===== src/rtl/wb_arb_pkg.sv =====
// Shared types for the two-master Wishbone arbiter: FSM states, master index
// and one-hot grant encodings.
package wb_arb_pkg;

    typedef enum logic [1:0] {
        ARB_IDLE,
        ARB_GNT0,
        ARB_GNT1
    } arb_state_t;

    typedef logic mst_idx_t;

    localparam logic [1:0] GNT_NONE = 2'b00;
    localparam logic [1:0] GNT_M0   = 2'b01;
    localparam logic [1:0] GNT_M1   = 2'b10;

endpackage


===== src/rtl/wb_bus_timeout.sv =====
// Bus watchdog: counts stalled strobe cycles and emits a registered one-cycle
// pulse once the count reaches TIMEOUT. TIMEOUT=0 ties the watchdog off.
module wb_bus_timeout #(
    parameter int unsigned TIMEOUT = 255
) (
    input  logic clk_i,
    input  logic rst_i,
    input  logic clr_i,
    input  logic run_i,
    output logic fire_o
);

    generate
        if (TIMEOUT == 0) begin : g_off
            logic w_unused;
            assign w_unused = ^{clk_i, rst_i, clr_i, run_i};
            assign fire_o   = 1'b0;
        end else begin : g_on
            localparam int unsigned   CW   = $clog2(TIMEOUT + 1);
            localparam logic [CW-1:0] LAST = CW'(TIMEOUT - 1);

            logic [CW-1:0] r_cnt;
            logic          r_fire;

            // The pulse is registered from the increment that reaches TIMEOUT,
            // and both counter and pulse clear in the cycle the pulse is out.
            always_ff @(posedge clk_i or posedge rst_i) begin
                if (rst_i) begin
                    r_cnt  <= '0;
                    r_fire <= 1'b0;
                end else if (clr_i || r_fire) begin
                    r_cnt  <= '0;
                    r_fire <= 1'b0;
                end else if (run_i) begin
                    r_cnt  <= r_cnt + 1'b1;
                    r_fire <= (r_cnt == LAST);
                end
            end

            assign fire_o = r_fire;
        end
    endgenerate

endmodule


===== src/rtl/wb_bus_arbiter.sv =====
// Two-master Wishbone arbiter (CPU bridge = m0, DMA = m1) onto a single system
// bus port; grants are held for the whole CYC, hung slaves are cut off by a watchdog.
module wb_bus_arbiter
    import wb_arb_pkg::*;
#(
    parameter int unsigned ADDR_WIDTH = 24,
    parameter int unsigned DATA_WIDTH = 16,
    parameter int unsigned PRIORITY   = 0,
    parameter int unsigned TIMEOUT    = 255
) (
    input  logic                  clk_i,
    input  logic                  rst_i,

    input  logic [ADDR_WIDTH-1:0] m0_adr_i,
    input  logic [DATA_WIDTH-1:0] m0_dat_i,
    output logic [DATA_WIDTH-1:0] m0_dat_o,
    input  logic                  m0_we_i,
    input  logic                  m0_stb_i,
    input  logic                  m0_cyc_i,
    output logic                  m0_ack_o,
    output logic                  m0_err_o,

    input  logic [ADDR_WIDTH-1:0] m1_adr_i,
    input  logic [DATA_WIDTH-1:0] m1_dat_i,
    output logic [DATA_WIDTH-1:0] m1_dat_o,
    input  logic                  m1_we_i,
    input  logic                  m1_stb_i,
    input  logic                  m1_cyc_i,
    output logic                  m1_ack_o,
    output logic                  m1_err_o,

    output logic [ADDR_WIDTH-1:0] s_adr_o,
    output logic [DATA_WIDTH-1:0] s_dat_o,
    input  logic [DATA_WIDTH-1:0] s_dat_i,
    output logic                  s_we_o,
    output logic                  s_stb_o,
    output logic                  s_cyc_o,
    input  logic                  s_ack_i,
    input  logic                  s_err_i,

    output logic [1:0]            gnt_o,
    output logic                  timeout_o
);

    arb_state_t r_state;
    arb_state_t w_next;
    mst_idx_t   r_last_gnt;
    logic       w_fire;
    logic       w_clr;
    logic       w_stb_raw;

    always_ff @(posedge clk_i or posedge rst_i) begin
        if (rst_i) begin
            r_state    <= ARB_IDLE;
            r_last_gnt <= 1'b1;
        end else begin
            r_state <= w_next;
            if (r_state == ARB_GNT0 && !m0_cyc_i) begin
                r_last_gnt <= 1'b0;
            end else if (r_state == ARB_GNT1 && !m1_cyc_i) begin
                r_last_gnt <= 1'b1;
            end
        end
    end

    always_comb begin
        w_next = r_state;
        case (r_state)
            ARB_IDLE: begin
                if (m0_cyc_i && m1_cyc_i) begin
                    w_next = (PRIORITY != 0 || r_last_gnt == 1'b1) ? ARB_GNT0 : ARB_GNT1;
                end else if (m0_cyc_i) begin
                    w_next = ARB_GNT0;
                end else if (m1_cyc_i) begin
                    w_next = ARB_GNT1;
                end
            end
            ARB_GNT0: if (!m0_cyc_i) w_next = m1_cyc_i ? ARB_GNT1 : ARB_IDLE;
            ARB_GNT1: if (!m1_cyc_i) w_next = m0_cyc_i ? ARB_GNT0 : ARB_IDLE;
            default:  w_next = ARB_IDLE;
        endcase
    end

    // ERR beats ACK, and a watchdog pulse suppresses both the slave ACK and the strobe.
    always_comb begin
        s_adr_o   = '0;
        s_dat_o   = '0;
        s_we_o    = 1'b0;
        s_cyc_o   = 1'b0;
        w_stb_raw = 1'b0;
        gnt_o     = GNT_NONE;
        m0_ack_o  = 1'b0;
        m0_err_o  = 1'b0;
        m1_ack_o  = 1'b0;
        m1_err_o  = 1'b0;
        case (r_state)
            ARB_GNT0: begin
                s_adr_o   = m0_adr_i;
                s_dat_o   = m0_dat_i;
                s_we_o    = m0_we_i;
                s_cyc_o   = m0_cyc_i;
                w_stb_raw = m0_stb_i;
                gnt_o     = GNT_M0;
                m0_ack_o  = m0_cyc_i & s_ack_i & ~s_err_i & ~w_fire;
                m0_err_o  = w_fire | (m0_cyc_i & s_err_i);
            end
            ARB_GNT1: begin
                s_adr_o   = m1_adr_i;
                s_dat_o   = m1_dat_i;
                s_we_o    = m1_we_i;
                s_cyc_o   = m1_cyc_i;
                w_stb_raw = m1_stb_i;
                gnt_o     = GNT_M1;
                m1_ack_o  = m1_cyc_i & s_ack_i & ~s_err_i & ~w_fire;
                m1_err_o  = w_fire | (m1_cyc_i & s_err_i);
            end
            default: ;
        endcase
        s_stb_o = w_stb_raw & ~w_fire;
    end

    assign m0_dat_o  = s_dat_i;
    assign m1_dat_o  = s_dat_i;
    assign timeout_o = w_fire;

    // Clearing on a pending state change keeps a pulse from landing on the next owner.
    assign w_clr = (w_next != r_state) | s_ack_i | s_err_i | ~s_stb_o;

    wb_bus_timeout #(
        .TIMEOUT(TIMEOUT)
    ) u_timeout (
        .clk_i  (clk_i),
        .rst_i  (rst_i),
        .clr_i  (w_clr),
        .run_i  (s_stb_o),
        .fire_o (w_fire)
    );

endmodule


===== config.mk =====
export PLATFORM = sky130hd
export DESIGN_NAME = wb_bus_arbiter
export DESIGN_NICKNAME = d
export VERILOG_FILES = /design/src/rtl/wb_arb_pkg.sv /design/src/rtl/wb_bus_timeout.sv /design/src/rtl/wb_bus_arbiter.sv
export SDC_FILE = /design/constraint.sdc
export NUM_CORES = 1
export LEC_CHECK = 0
export BUFFER_PORTS_ARGS = -buffer_cell sky130_fd_sc_hd__buf_2
export CORE_MARGIN = 4
export CORE_UTILIZATION = 35
export CTS_CLUSTER_SIZE = 28
export DETAILED_ROUTE_END_ITERATION = 7
export PLACE_DENSITY = 0.88
export SETUP_SLACK_MARGIN = 0.4
export SLEW_MARGIN = 20
export SYNTH_ARGS = -nofsm -noshare
export SYNTH_HDL_FRONTEND = slang
export SYNTH_SLANG_ARGS = --single-unit

===== constraint.sdc =====
create_clock -name clk_i -period 2.96 [get_ports clk_i]
set_clock_uncertainty 0.2 [all_clocks]
set_input_delay 0.592 -clock clk_i [delete_from_list [all_inputs] [get_ports clk_i]]
set_output_delay 0.592 -clock clk_i [all_outputs]
set_load 0.01 [all_outputs]

==> results of run 1 <==
-- flip-flops by register name (all words and copies together), names as in the netlist --
name / cells
r_last_gnt: 1
r_state: 2
u_timeout.fire_o: 1
u_timeout.g_on.r_cnt: 8
-- worst max-delay path, cell delays in order, from the launching register on --
cell and delay (ns):
dfrtp_2 0.42, inv_1 0.11, ha_1 0.36, buf_8 0.18
nor3b_1 0.21, buf_2 0.17
-- layer usage --
metal | wire [um] | global-route usage | vias up | share of wire
met4 | 70 | 0.04371 | 0 | 0.011
met3 | 664 | 0.04587 | 7 | 0.10
met5 | 0 | 0 | - | 0
met1 | 2467 | 0.2252 | 947 | 0.38
li1 | - | - | 983 | -
met2 | 3343 | 0.3370 | 123 | 0.51
-- kinds of logic after synthesis --
family          Yosys count  synth area share
simple gates             79            0.2670
xor+xnor                  6           0.03006
buf+inv                  56            0.1904
fa+ha+maj                 8           0.05727
mux                       1          0.005727
flops                    12            0.1725
compound gates           66            0.2770
-- metrics by stage --
step / util / hold WS (ns)
final: 0.5033 / 0.1335
after global routing: 0.5033 / 0.1756
after CTS: 0.4905 / 0.1421
after detailed placement: 0.4742 / 0.3263
after global placement: 0.4742 / 0.2899
after floorplan: - / 0.2560
-- worst max path at each step --
stage | endpoint | cells past startpoint | slack, ns | start
after detailed placement | s_adr_o[20] | 6 | 0.46 | r_state[0]$_DFF_PP0_
after global placement | s_adr_o[20] | 6 | 0.53 | r_state[0]$_DFF_PP0_
after global routing | s_adr_o[3] | 6 | 0.37 | r_state[0]$_DFF_PP0_
final | s_stb_o | 5 | 0.46 | r_state[0]$_DFF_PP0_
after CTS | s_adr_o[3] | 6 | 0.38 | r_state[0]$_DFF_PP0_
after floorplan | s_adr_o[12] | 6 | 0.54 | r_state[0]$_DFF_PP0_
-- final cells by class --
type,instances,share of cell area
multi-input combinational,160,0.4727
sequential,12,0.1262
timing repair buffer,148,0.3309
tap,67,0.03481
inverter,8,0.01247
clock buffer,4,0.02286
-- Yosys cell counts --
cell      number  area share
o22ai_1        1      0.0036
a21boi_0       2      0.0086
o21ai_0        6       0.017
xor2_1         2       0.010
a32oi_1        1      0.0050
dfrtp_1       11        0.16
nor3_1         8       0.023
a21oi_1        7       0.020
nand2b_1       1      0.0036
buf_1          7       0.015
buf_4         32        0.14
a22oi_2        1      0.0072
buf_2          2      0.0057
nor4b_4        1       0.014
o31ai_1        1      0.0043
inv_1          8       0.017
o211ai_4       1       0.012
o211ai_1       1      0.0043
nand3_1        4       0.011
o21a_1         1      0.0043
nor4_2         1      0.0072
nand4_1        1      0.0036
xnor2_1        4       0.020
mux2i_1        1      0.0057
clkbuf_1       7       0.015
nor2b_1       44        0.16
nor2_1         8       0.017
o221ai_1       1      0.0050
dfstp_2        1       0.015
ha_1           8       0.057
a22oi_1       42        0.18
a211o_1        1      0.0050
nor3b_1        3       0.013
nand2_1        8       0.017
-- layout by cell type (no fill, tap or decap), types with 2 or more instances in the layout --
cell type / netlist / final
dfrtp_1: 11 / 9
xnor2_1: 4 / 4
dfrtp_2: 0 / 2
xor2_1: 2 / 2
a21boi_0: 2 / 2
ha_1: 8 / 6
clkbuf_8: 0 / 4
nor3b_1: 3 / 3
o21ai_0: 6 / 6
nor3_1: 8 / 8
buf_8: 0 / 4
nand2_1: 8 / 8
buf_2: 2 / 139
nor2b_1: 44 / 44
ha_4: 0 / 2
nand3_1: 4 / 4
nor2_1: 8 / 8
a22oi_1: 42 / 42
a21oi_1: 7 / 7
buf_4: 32 / 4
inv_1: 8 / 8
-- power by group --
group	total [mW]	internal, mW	leakage [nW]	switching, mW
Sequential	0.219	0.193	0.159	0.0262
Combinational	1.52	0.710	0.994	0.810
Clock	0.180	0.118	0.0288	0.0624
-- what timing repair did --
action                                  CTS  global route
setup buffers                             0             3
hold buffers                              0             0
pin swaps                                 0             1
gates resized for setup                   8             7
endpoints found under the setup margin   44            43
hold endpoints to repair                  0             0
==> impl_metrics.env, run 1 <==
export IMPL_rsz0062_at_grt="true"
export IMPL_cts_tree="built"
export IMPL_clk_pin_slew_ns=0.05
export IMPL_wl_per_cell_um=16.40
export IMPL_cp_max_fo=28
export IMPL_die_area_um2=6189
export IMPL_cts_root_buf="clkbuf_8"
export IMPL_io_pins=188
export IMPL_required_ns=2.17
export IMPL_regArea_um2=304.0
export IMPL_wirelength_um=6545
export IMPL_avgSynthCellArea_um2=7.666
export IMPL_total_power_mw=1.919
export IMPL_max_cap_viol_count=0
export IMPL_vdd_drop_max_mv=0.4235
export IMPL_synth_cell_types=34
export IMPL_r2r_end="u_timeout.g_on.r_cnt[3]$_DFFE_PP0P_"
export IMPL_htreeDepth=1
export IMPL_drive_gt1_frac=0.4849
export IMPL_dr_total_vias=2060
export IMPL_die_h_um=78.67
export IMPL_drt_pass1_iterations=4
export IMPL_fin_cells=399
export IMPL_clk_latency_ns=0.25
export IMPL_grt_max_degree=29
export IMPL_netlist_area_um2=1748
export IMPL_worst_slack_ns=0.4570
export IMPL_period_needed_ns=2.503
export IMPL_p_per_area_nw_per_um2=796.8
export IMPL_vias_per_cell=5.163
export IMPL_grt_first_pass_wirelength_um=9466
export IMPL_reg2reg_slack_ns=0.71
export IMPL_area_delta_synth_final_pct=37.80
export IMPL_slew_headroom=0.6823
export IMPL_synth_seq_cells=12
export IMPL_hold_path_class="in -> async"
export IMPL_cp_start_kind="flop"
export IMPL_fmax_mhz=399.5
export IMPL_worst_pin_slew_ns=0.4766
export IMPL_drt_iter0_drc=111
export IMPL_post_place_ws_ns=0.4623
export IMPL_fillers=465
export IMPL_dp_final_hpwl_um=5295
export IMPL_grt_total_usage=0.1884
export IMPL_finalHoldViolations=0
export IMPL_path_class="reg -> out"
export IMPL_dp_cells=392
export IMPL_status="complete, no violations"
export IMPL_yosys_warnings=0
export IMPL_multi_input_area_um2=1139
export IMPL_drv_slew=0
export IMPL_r2r_start="r_state[0]$_DFF_PP0_"
export IMPL_cts_buffers=3
export IMPL_seq_area_frac_synth=0.1725
export IMPL_initial_utilization=0.3652
export IMPL_clk_path_buf_depth=2
export IMPL_antenna_left=0
export IMPL_worst_ep_arrival_time_ns=1.71
export IMPL_syn_num_nets=342
export IMPL_grt_antenna_before_repair=0
export IMPL_nets=447
export IMPL_p_leak_nw=1.182
export IMPL_finalSetupViolations=0
export IMPL_port_buffers=139
export IMPL_min_period_over_period=0.8456
export IMPL_overflow=0
export IMPL_drc=0
export IMPL_setup_tns_ns=0
export IMPL_postLayoutCellArea_um2=2409
export IMPL_core_um2=4786
export IMPL_post_dp_cell_area_um2=2270
export IMPL_die_x_um=78.67
export IMPL_rows=25
export IMPL_reg2reg_depth=6
export IMPL_grt_pass1_vias=1917
export IMPL_n_antenna_cell=0
export IMPL_crit_path_end_kind="output pin"
export IMPL_cts_num_sinks=12
export IMPL_syn_inst=228
export IMPL_place_congestion=0.8417
Power figures use the tool's default switching activity.
==> run 2: changes to the inputs <==
--- a/config.mk
+++ b/config.mk
@@ -5,12 +5,13 @@
 export SDC_FILE = /design/constraint.sdc
 export NUM_CORES = 1
 export LEC_CHECK = 0
+export ABC_AREA = 1
 export BUFFER_PORTS_ARGS = -buffer_cell sky130_fd_sc_hd__buf_2
 export CORE_MARGIN = 4
-export CORE_UTILIZATION = 35
+export CORE_UTILIZATION = 31
 export CTS_CLUSTER_SIZE = 28
 export DETAILED_ROUTE_END_ITERATION = 7
-export PLACE_DENSITY = 0.88
+export PLACE_DENSITY = 0.85
 export SETUP_SLACK_MARGIN = 0.4
 export SLEW_MARGIN = 20
 export SYNTH_ARGS = -nofsm -noshare
==> constraint.sdc (replaced) <==
create_clock -name clk_i -period 2.3 [get_ports clk_i]
set_clock_uncertainty 0.2 [all_clocks]
set_input_delay 0.46 -clock clk_i [delete_from_list [all_inputs] [get_ports clk_i]]
set_output_delay 0.46 -clock clk_i [all_outputs]
set_load 0.01 [all_outputs]
==> run 2 against run 1 <==
Clock power is 28% higher; power is 86% higher; hold slack worse by 0.12 ns; critical path depth up 1; die area grew 4.5%; wire length rose by 12%; largest power group unchanged.
==> impl_metrics.env, run 2 <==
export IMPL_status="complete, no violations"
export IMPL_cp_cell_sequence="inv_2, ha_4, clkinv_8, clkbuf_16, a21oi_2, buf_2"
export IMPL_core_um2=5107
export IMPL_dr_total_vias=2288
export IMPL_power_share_switching=0.4831
export IMPL_wirelength_um=7298
export IMPL_n_antenna_cell=0
export IMPL_p_leak_nw=1.433
export IMPL_synthArstFlopShare=1.000
export IMPL_io_pins=188
export IMPL_finalHoldViolations=0
export IMPL_p_comb_frac=0.861
export IMPL_worst_ep_arrival_time_ns=1.57
export IMPL_place_congestion=0.8777
export IMPL_seqPwrFrac=0.074
export IMPL_vdd_drop_max_mv=0.7224
export IMPL_path_buf_inv=4
export IMPL_synth_seq_cells=12
export IMPL_yosys_warnings=0
export IMPL_die_x_um=80.44
export IMPL_die_h_um=80.44
export IMPL_cp_start_kind="flop"
export IMPL_path_class="reg -> out"
export IMPL_netlist_area_um2=1627
export IMPL_dp_final_hpwl_um=5083
export IMPL_seq_area_frac_synth=0.1854
export IMPL_cts_root_buf="clkbuf_8"
export IMPL_dp_cells=441
export IMPL_die_area_um2=6470
export IMPL_synth_cell_types=26
export IMPL_max_cap_viol_count=0
export IMPL_met2_usage=0.3916
export IMPL_rsz0062_at_grt="true"
export IMPL_largestRegisters="u_timeout.g_on.r_cnt: 8 flops, r_state: 2 flops"
export IMPL_vias_per_cell=4.878
export IMPL_slowest_delay_ns=0.39
export IMPL_crit_path_end_kind="output pin"
export IMPL_cts_buffers=3
export IMPL_finalSetupViolations=0
export IMPL_busiest_layer="met2"
export IMPL_postLayoutCellArea_um2=3058
export IMPL_synth_edf_count=0
export IMPL_layout_common_cells="buf_2 (127), nand2_1 (101), a21oi_2 (29)"
export IMPL_p_sw_mw=1.728
export IMPL_grt_first_pass_wirelength_um=10470
export IMPL_rows=26
export IMPL_hold_path_class="in -> async"
export IMPL_synth_top_area_share=0.2354
export IMPL_initial_utilization=0.3185
export IMPL_fmax_mhz=448.2
export IMPL_required_ns=1.64
export IMPL_drive_gt1_frac=0.6341
export IMPL_p_int_mw=1.849
export IMPL_post_dp_cell_area_um2=2449
export IMPL_crit_family="buffers and inverters"
export IMPL_met3_usage=0.04821
export IMPL_drc=0
export IMPL_slew_headroom=0.6919
export IMPL_cp_max_fo=7
export IMPL_drt_pass1_iterations=4
export IMPL_grt_pass1_vias=2209
export IMPL_nets=514
export IMPL_grt_total_usage=0.2012
export IMPL_whs_ns=0.01719
export IMPL_htreeDepth=1
export IMPL_avgSynthCellArea_um2=6.024
export IMPL_worst_pin_slew_ns=0.4616
export IMPL_cts_tree="built"
export IMPL_clk_pin_slew_ns=0.06
export IMPL_clockPowerShare=0.065
export IMPL_antenna_left=0
export IMPL_grt_antenna_before_repair=0
export IMPL_final_common_cell="buf_2"
export IMPL_port_buffers=139
export IMPL_grtUsageMet1=0.2167
export IMPL_syn_inst=270
export IMPL_p_per_area_nw_per_um2=1170
export IMPL_syn_num_nets=384
export IMPL_period_needed_ns=2.231
export IMPL_ys_top_cells_by_area="nand2_1 (24%), dfrtp_1 (17%), buf_4 (15%)"
export IMPL_synthFlopType="dfrtp_1"
export IMPL_grt_max_degree=26
export IMPL_largest_reg_flops=8
export IMPL_min_period_over_period=0.9701
export IMPL_cpMaxStageDelayCell="dfrtp_1"
export IMPL_overflow=0
export IMPL_drt_iter0_drc=85
export IMPL_regMostFlops="u_timeout.g_on.r_cnt"
export IMPL_clk_path_buf_depth=2
export IMPL_setup_tns_ns=0
export IMPL_drv_slew=0
export IMPL_area_delta_synth_final_pct=88.00
export IMPL_yosysMostFrequentCell="nand2_1"
export IMPL_cts_num_sinks=12
export IMPL_synth_commonest_cells="nand2_1 (102), a21oi_1 (44), buf_4 (33)"
export IMPL_yosysTopAreaCell="nand2_1"
export IMPL_wl_per_cell_um=15.56
export IMPL_clk_latency_ns=0.24
export IMPL_fin_cells=469
-- run 2: changes by cell type after synthesis, sizes merged, moves of 6 or more --
cell	delta
a22oi	-43
nor2b	-44
nand3	+9
o21ai	-6
a21oi	+37
nand2	+98
nor3	-6
buf	-7
-- run 2: worst reg2reg max path, cell delays in order, from the launching register on --
cell,delay [ns]
dfrtp_1,0.40
inv_2,0.12
ha_4,0.21
buf_12,0.13
a22o_1,0.14
nand3_2,0.09
buf_4,0.15
buf_4,0.12
buf_4,0.13
nor2_4,0.16
nand3_4,0.12
nor2_2,0.11
-- run 2: path summary, 6_finish.rpt --
path	start	to	slack, ns	cells after the start
worst min register to register	u_timeout.g_on.r_cnt[0]$_DFFE_PP0P_	u_timeout.g_on.r_cnt[0]$_DFFE_PP0P_	0.28	1
min in group clk_i	u_timeout.g_on.r_cnt[0]$_DFFE_PP0P_	u_timeout.g_on.r_cnt[0]$_DFFE_PP0P_	0.28	1
worst max register to register	r_state[0]$_DFF_PP0_	u_timeout.g_on.r_cnt[4]$_DFFE_PP0P_	0.14	11
worst max-delay path	r_state[0]$_DFF_PP0_	s_adr_o[17]	0.07	6
worst min-delay path	rst_i	r_state[0]$_DFF_PP0_	0.02	2
max in group asynchronous	rst_i	r_last_gnt$_DFFE_PP1P_	1.54	2
-- run 2: metal layers --
metal / share of wire / routed length (um) / up-vias
met1: 0.35 / 2571 / 1052
met3: 0.11 / 767 / 20
met2: 0.52 / 3761 / 129
met4: 0.027 / 197 / 0
li1: - / - / 1087
met5: 0 / 0 / -
-- run 2: cell type report --
cell class | instances | area [um^2]
fill | 455 | 2049
inverter | 14 | 70.07
tap | 70 | 87.58
sequential | 12 | 302.8
multi-input combinational | 199 | 1371
timing repair buffer | 170 | 1171
clock buffer | 4 | 55.05
-- run 2: repair_timing --
item                                    CTS  global route
endpoints found under the setup margin   57            58
setup buffers                            12             5
gates resized for setup                  38            20
gates cloned                              3             4
hold buffers                              0             0
pin swaps                                 5             6
-- run 2: power by group through the flow --
stage / combinational [mW] / clock (mW) / sequential (mW)
2_1_floorplan: 1.63 / 0 / 0.279
3_3_place_gp: 1.94 / 0 / 0.265
3_5_place_dp: 1.99 / 0 / 0.266
4_1_cts: 2.60 / 0.235 / 0.265
5_1_grt: 3.26 / 0.249 / 0.268
6_report: 3.08 / 0.231 / 0.266
-- run 2: cells by family (layout without fill, tap and decap cells) --
| logic type | count (synthesis) | count (layout) | share of synthesized area |
|---|---|---|---|
| adder cells (fa/ha/maj) | 8 | 8 | 0.06154 |
| AO/OA/AOI/OAI | 47 | 47 | 0.1492 |
| XOR/XNOR | 6 | 6 | 0.03231 |
| flip-flops | 12 | 12 | 0.1854 |
| buffers and inverters | 60 | 188 | 0.2154 |
| AND/OR/NAND/NOR | 137 | 138 | 0.3562 |
-- run 2: stage by stage --
stage | utilization | power (mW) | setup slack [ns]
after global placement | 0.4794 | 2.207 | 0.2053
final | 0.5987 | 3.577 | 0.06888
after detailed placement | 0.4794 | 2.255 | 0.1303
after floorplan | - | 1.910 | 0.3884
after global routing | 0.5987 | 3.774 | 0.02008
after CTS | 0.5541 | 3.103 | 0.08927
==> run 3: changes to the inputs <==
--- a/config.mk
+++ b/config.mk
@@ -11,7 +11,7 @@
 export CORE_UTILIZATION = 31
 export CTS_CLUSTER_SIZE = 28
 export DETAILED_ROUTE_END_ITERATION = 7
-export PLACE_DENSITY = 0.85
+export PLACE_DENSITY = 0.78
 export SETUP_SLACK_MARGIN = 0.4
 export SLEW_MARGIN = 20
 export SYNTH_ARGS = -nofsm -noshare
==> run 3 against run 2 <==
Wire length decreased by 6.6%; register-to-register slack gained 0.08 ns; utilization shrank 2.8 points; critical path type unchanged; power down 11%; clock power barely moved; flip-flop and latch count did not move; design area decreased by 4.6%; via count shrank 4.2%; fmax up 0.12%.
==> impl_metrics.env, run 3 (synthesis results as in run 2) <==
export IMPL_hold_path_class="in -> async"
export IMPL_cp_max_fo=8
export IMPL_n_antenna_cell=0
export IMPL_clk_latency_ns=0.24
export IMPL_die_h_um=80.44
export IMPL_p_per_area_nw_per_um2=1093
export IMPL_io_pins=188
export IMPL_r2r_start="r_state[1]$_DFF_PP0_"
export IMPL_cts_buffers=3
export IMPL_p_int_mw=1.566
export IMPL_layout_common_cells="buf_2 (135), nand2_1 (89), a21oi_2 (31)"
export IMPL_post_place_ws_ns=0.1114
export IMPL_clk_path_buf_depth=2
export IMPL_dp_final_hpwl_um=4861
export IMPL_slowest_delay_ns=0.41
export IMPL_min_period_over_period=0.9689
export IMPL_place_congestion=0.8307
export IMPL_p_sw_mw=1.624
export IMPL_worst_ep_arrival_time_ns=1.57
export IMPL_die_x_um=80.44
export IMPL_wirelength_um=6814
export IMPL_cpMaxStageDelayCell="dfrtp_2"
export IMPL_fin_cells=459
export IMPL_initial_utilization=0.3185
export IMPL_drive_gt1_frac=0.6452
export IMPL_htreeDepth=1
export IMPL_cp_start_kind="flop"
export IMPL_r2r_end="u_timeout.g_on.r_cnt[0]$_DFFE_PP0P_"
export IMPL_p_leak_nw=1.405
export IMPL_finalHoldViolations=0
export IMPL_vdd_drop_max_mv=0.6453
export IMPL_overflow=0
export IMPL_largest_reg_flops=8
export IMPL_drv_slew=0
export IMPL_clk_pin_slew_ns=0.06
export IMPL_cp_cell_sequence="buf_6, ha_4, clkbuf_16, nand2_4, a21oi_2, buf_2"
export IMPL_final_common_cell="buf_2"
export IMPL_port_buffers=139
export IMPL_path_class="reg -> out"
export IMPL_reg2reg_depth=13
export IMPL_required_ns=1.64
export IMPL_seqPwrFrac=0.086
export IMPL_drt_pass1_iterations=4
export IMPL_rows=26
export IMPL_grt_total_usage=0.1813
export IMPL_cts_tree="built"
export IMPL_regMostFlops="u_timeout.g_on.r_cnt"
export IMPL_post_dp_cell_area_um2=2439
export IMPL_core_um2=5107
export IMPL_finalSetupViolations=0
export IMPL_period_needed_ns=2.228
export IMPL_cts_hold_buf=0
export IMPL_p_comb_frac=0.842
export IMPL_drt_iter0_drc=82
export IMPL_antenna_left=0
export IMPL_status="complete, no violations"
export IMPL_worst_slack_ns=0.07161
export IMPL_wl_per_cell_um=14.85
export IMPL_grt_pass1_vias=2017
export IMPL_fmax_mhz=448.8
export IMPL_grt_max_degree=25
export IMPL_largestRegisters="u_timeout.g_on.r_cnt: 8 flops, r_state: 2 flops"
export IMPL_grt_antenna_before_repair=0
export IMPL_drc=0
export IMPL_grt_first_pass_wirelength_um=9370
export IMPL_crit_path_end_kind="output pin"
export IMPL_clockPowerShare=0.072
export IMPL_postLayoutCellArea_um2=2917
export IMPL_area_delta_synth_final_pct=79.31
export IMPL_dp_cells=438
export IMPL_cts_root_buf="clkbuf_8"
export IMPL_die_area_um2=6470
export IMPL_worst_pin_slew_ns=0.4435
export IMPL_max_cap_viol_count=0
export IMPL_slew_headroom=0.7040
export IMPL_vias_per_cell=4.776
export IMPL_power_share_switching=0.5091
export IMPL_setup_tns_ns=0
export IMPL_rsz0062_at_grt="true"
export IMPL_dr_total_vias=2192
export IMPL_cts_num_sinks=12
export IMPL_reg2reg_slack_ns=0.22
export IMPL_nets=504
## run 3: cell count changes in the layout (fill, tap and decap cells not counted), sizes merged
cell and change:
clkbuf +1, buf -11
## run 3: power groups by stage
stage / Clock [mW] / Combinational (mW) / Sequential [mW]
after global routing: 0.243 / 2.86 / 0.276
final: 0.230 / 2.69 / 0.273
after CTS: 0.233 / 2.23 / 0.269
after floorplan: 0 / 1.63 / 0.279
after detailed placement: 0 / 1.96 / 0.286
after global placement: 0 / 1.93 / 0.283
## run 3: layout make-up
type	instances	area [um^2]
Fill cell	458	2191
Multi-Input combinational cell	199	1369
Inverter	14	67.56
Clock buffer	4	55.05
Timing Repair Buffer	160	1033
Sequential cell	12	304.0
Tap cell	70	87.58
## run 3: worst max-delay path: cells and delay by family, from the launching register on
family	cells	cell delay, ns
buffers and inverters	3	0.48
DFF	1	0.41
adders and majority gates	1	0.24
AOI/OAI and AO/OA	1	0.16
and+or+nand+nor	1	0.05
## run 3: timing repair
item                       CTS  global route
setup endpoints to repair   58            57
gates cloned                 2             5
buffers inserted             8             2
pin swaps                    2            11
hold endpoints to repair     0             0
gates resized for setup     19            40
## run 3: layer usage
metal,wire (um),GRT usage
met5,0,0
met4,188,0.05912
met3,602,0.04821
met2,3465,0.3386
met1,2558,0.1954
## run 3: per-stage QoR
stage | power [mW] | util | hold WS, ns
after floorplan | 1.910 | - | 0.1239
after global placement | 2.211 | 0.4775 | 0.2458
after detailed placement | 2.246 | 0.4775 | 0.2580
after CTS | 2.736 | 0.5181 | 0.02048
after global routing | 3.383 | 0.5710 | 0.06394
final | 3.189 | 0.5710 | 0.007559
## run 3: worst max path at each step
stage                         startpoint                                  end  slack [ns]  cells after the start
floorplan           r_state[1]$_DFF_PP0_                          s_dat_o[11]        0.39                      6
global placement    r_state[0]$_DFF_PP0_                          s_adr_o[12]        0.15                      6
detailed placement  r_state[1]$_DFF_PP0_  u_timeout.g_on.r_cnt[0]$_DFFE_PP0P_        0.11                     12
CTS                 r_state[1]$_DFF_PP0_                          s_adr_o[12]        0.13                      6
global route        r_state[1]$_DFF_PP0_                          s_adr_o[12]        0.02                      6
finish              r_state[1]$_DFF_PP0_                          s_adr_o[12]        0.07                      6
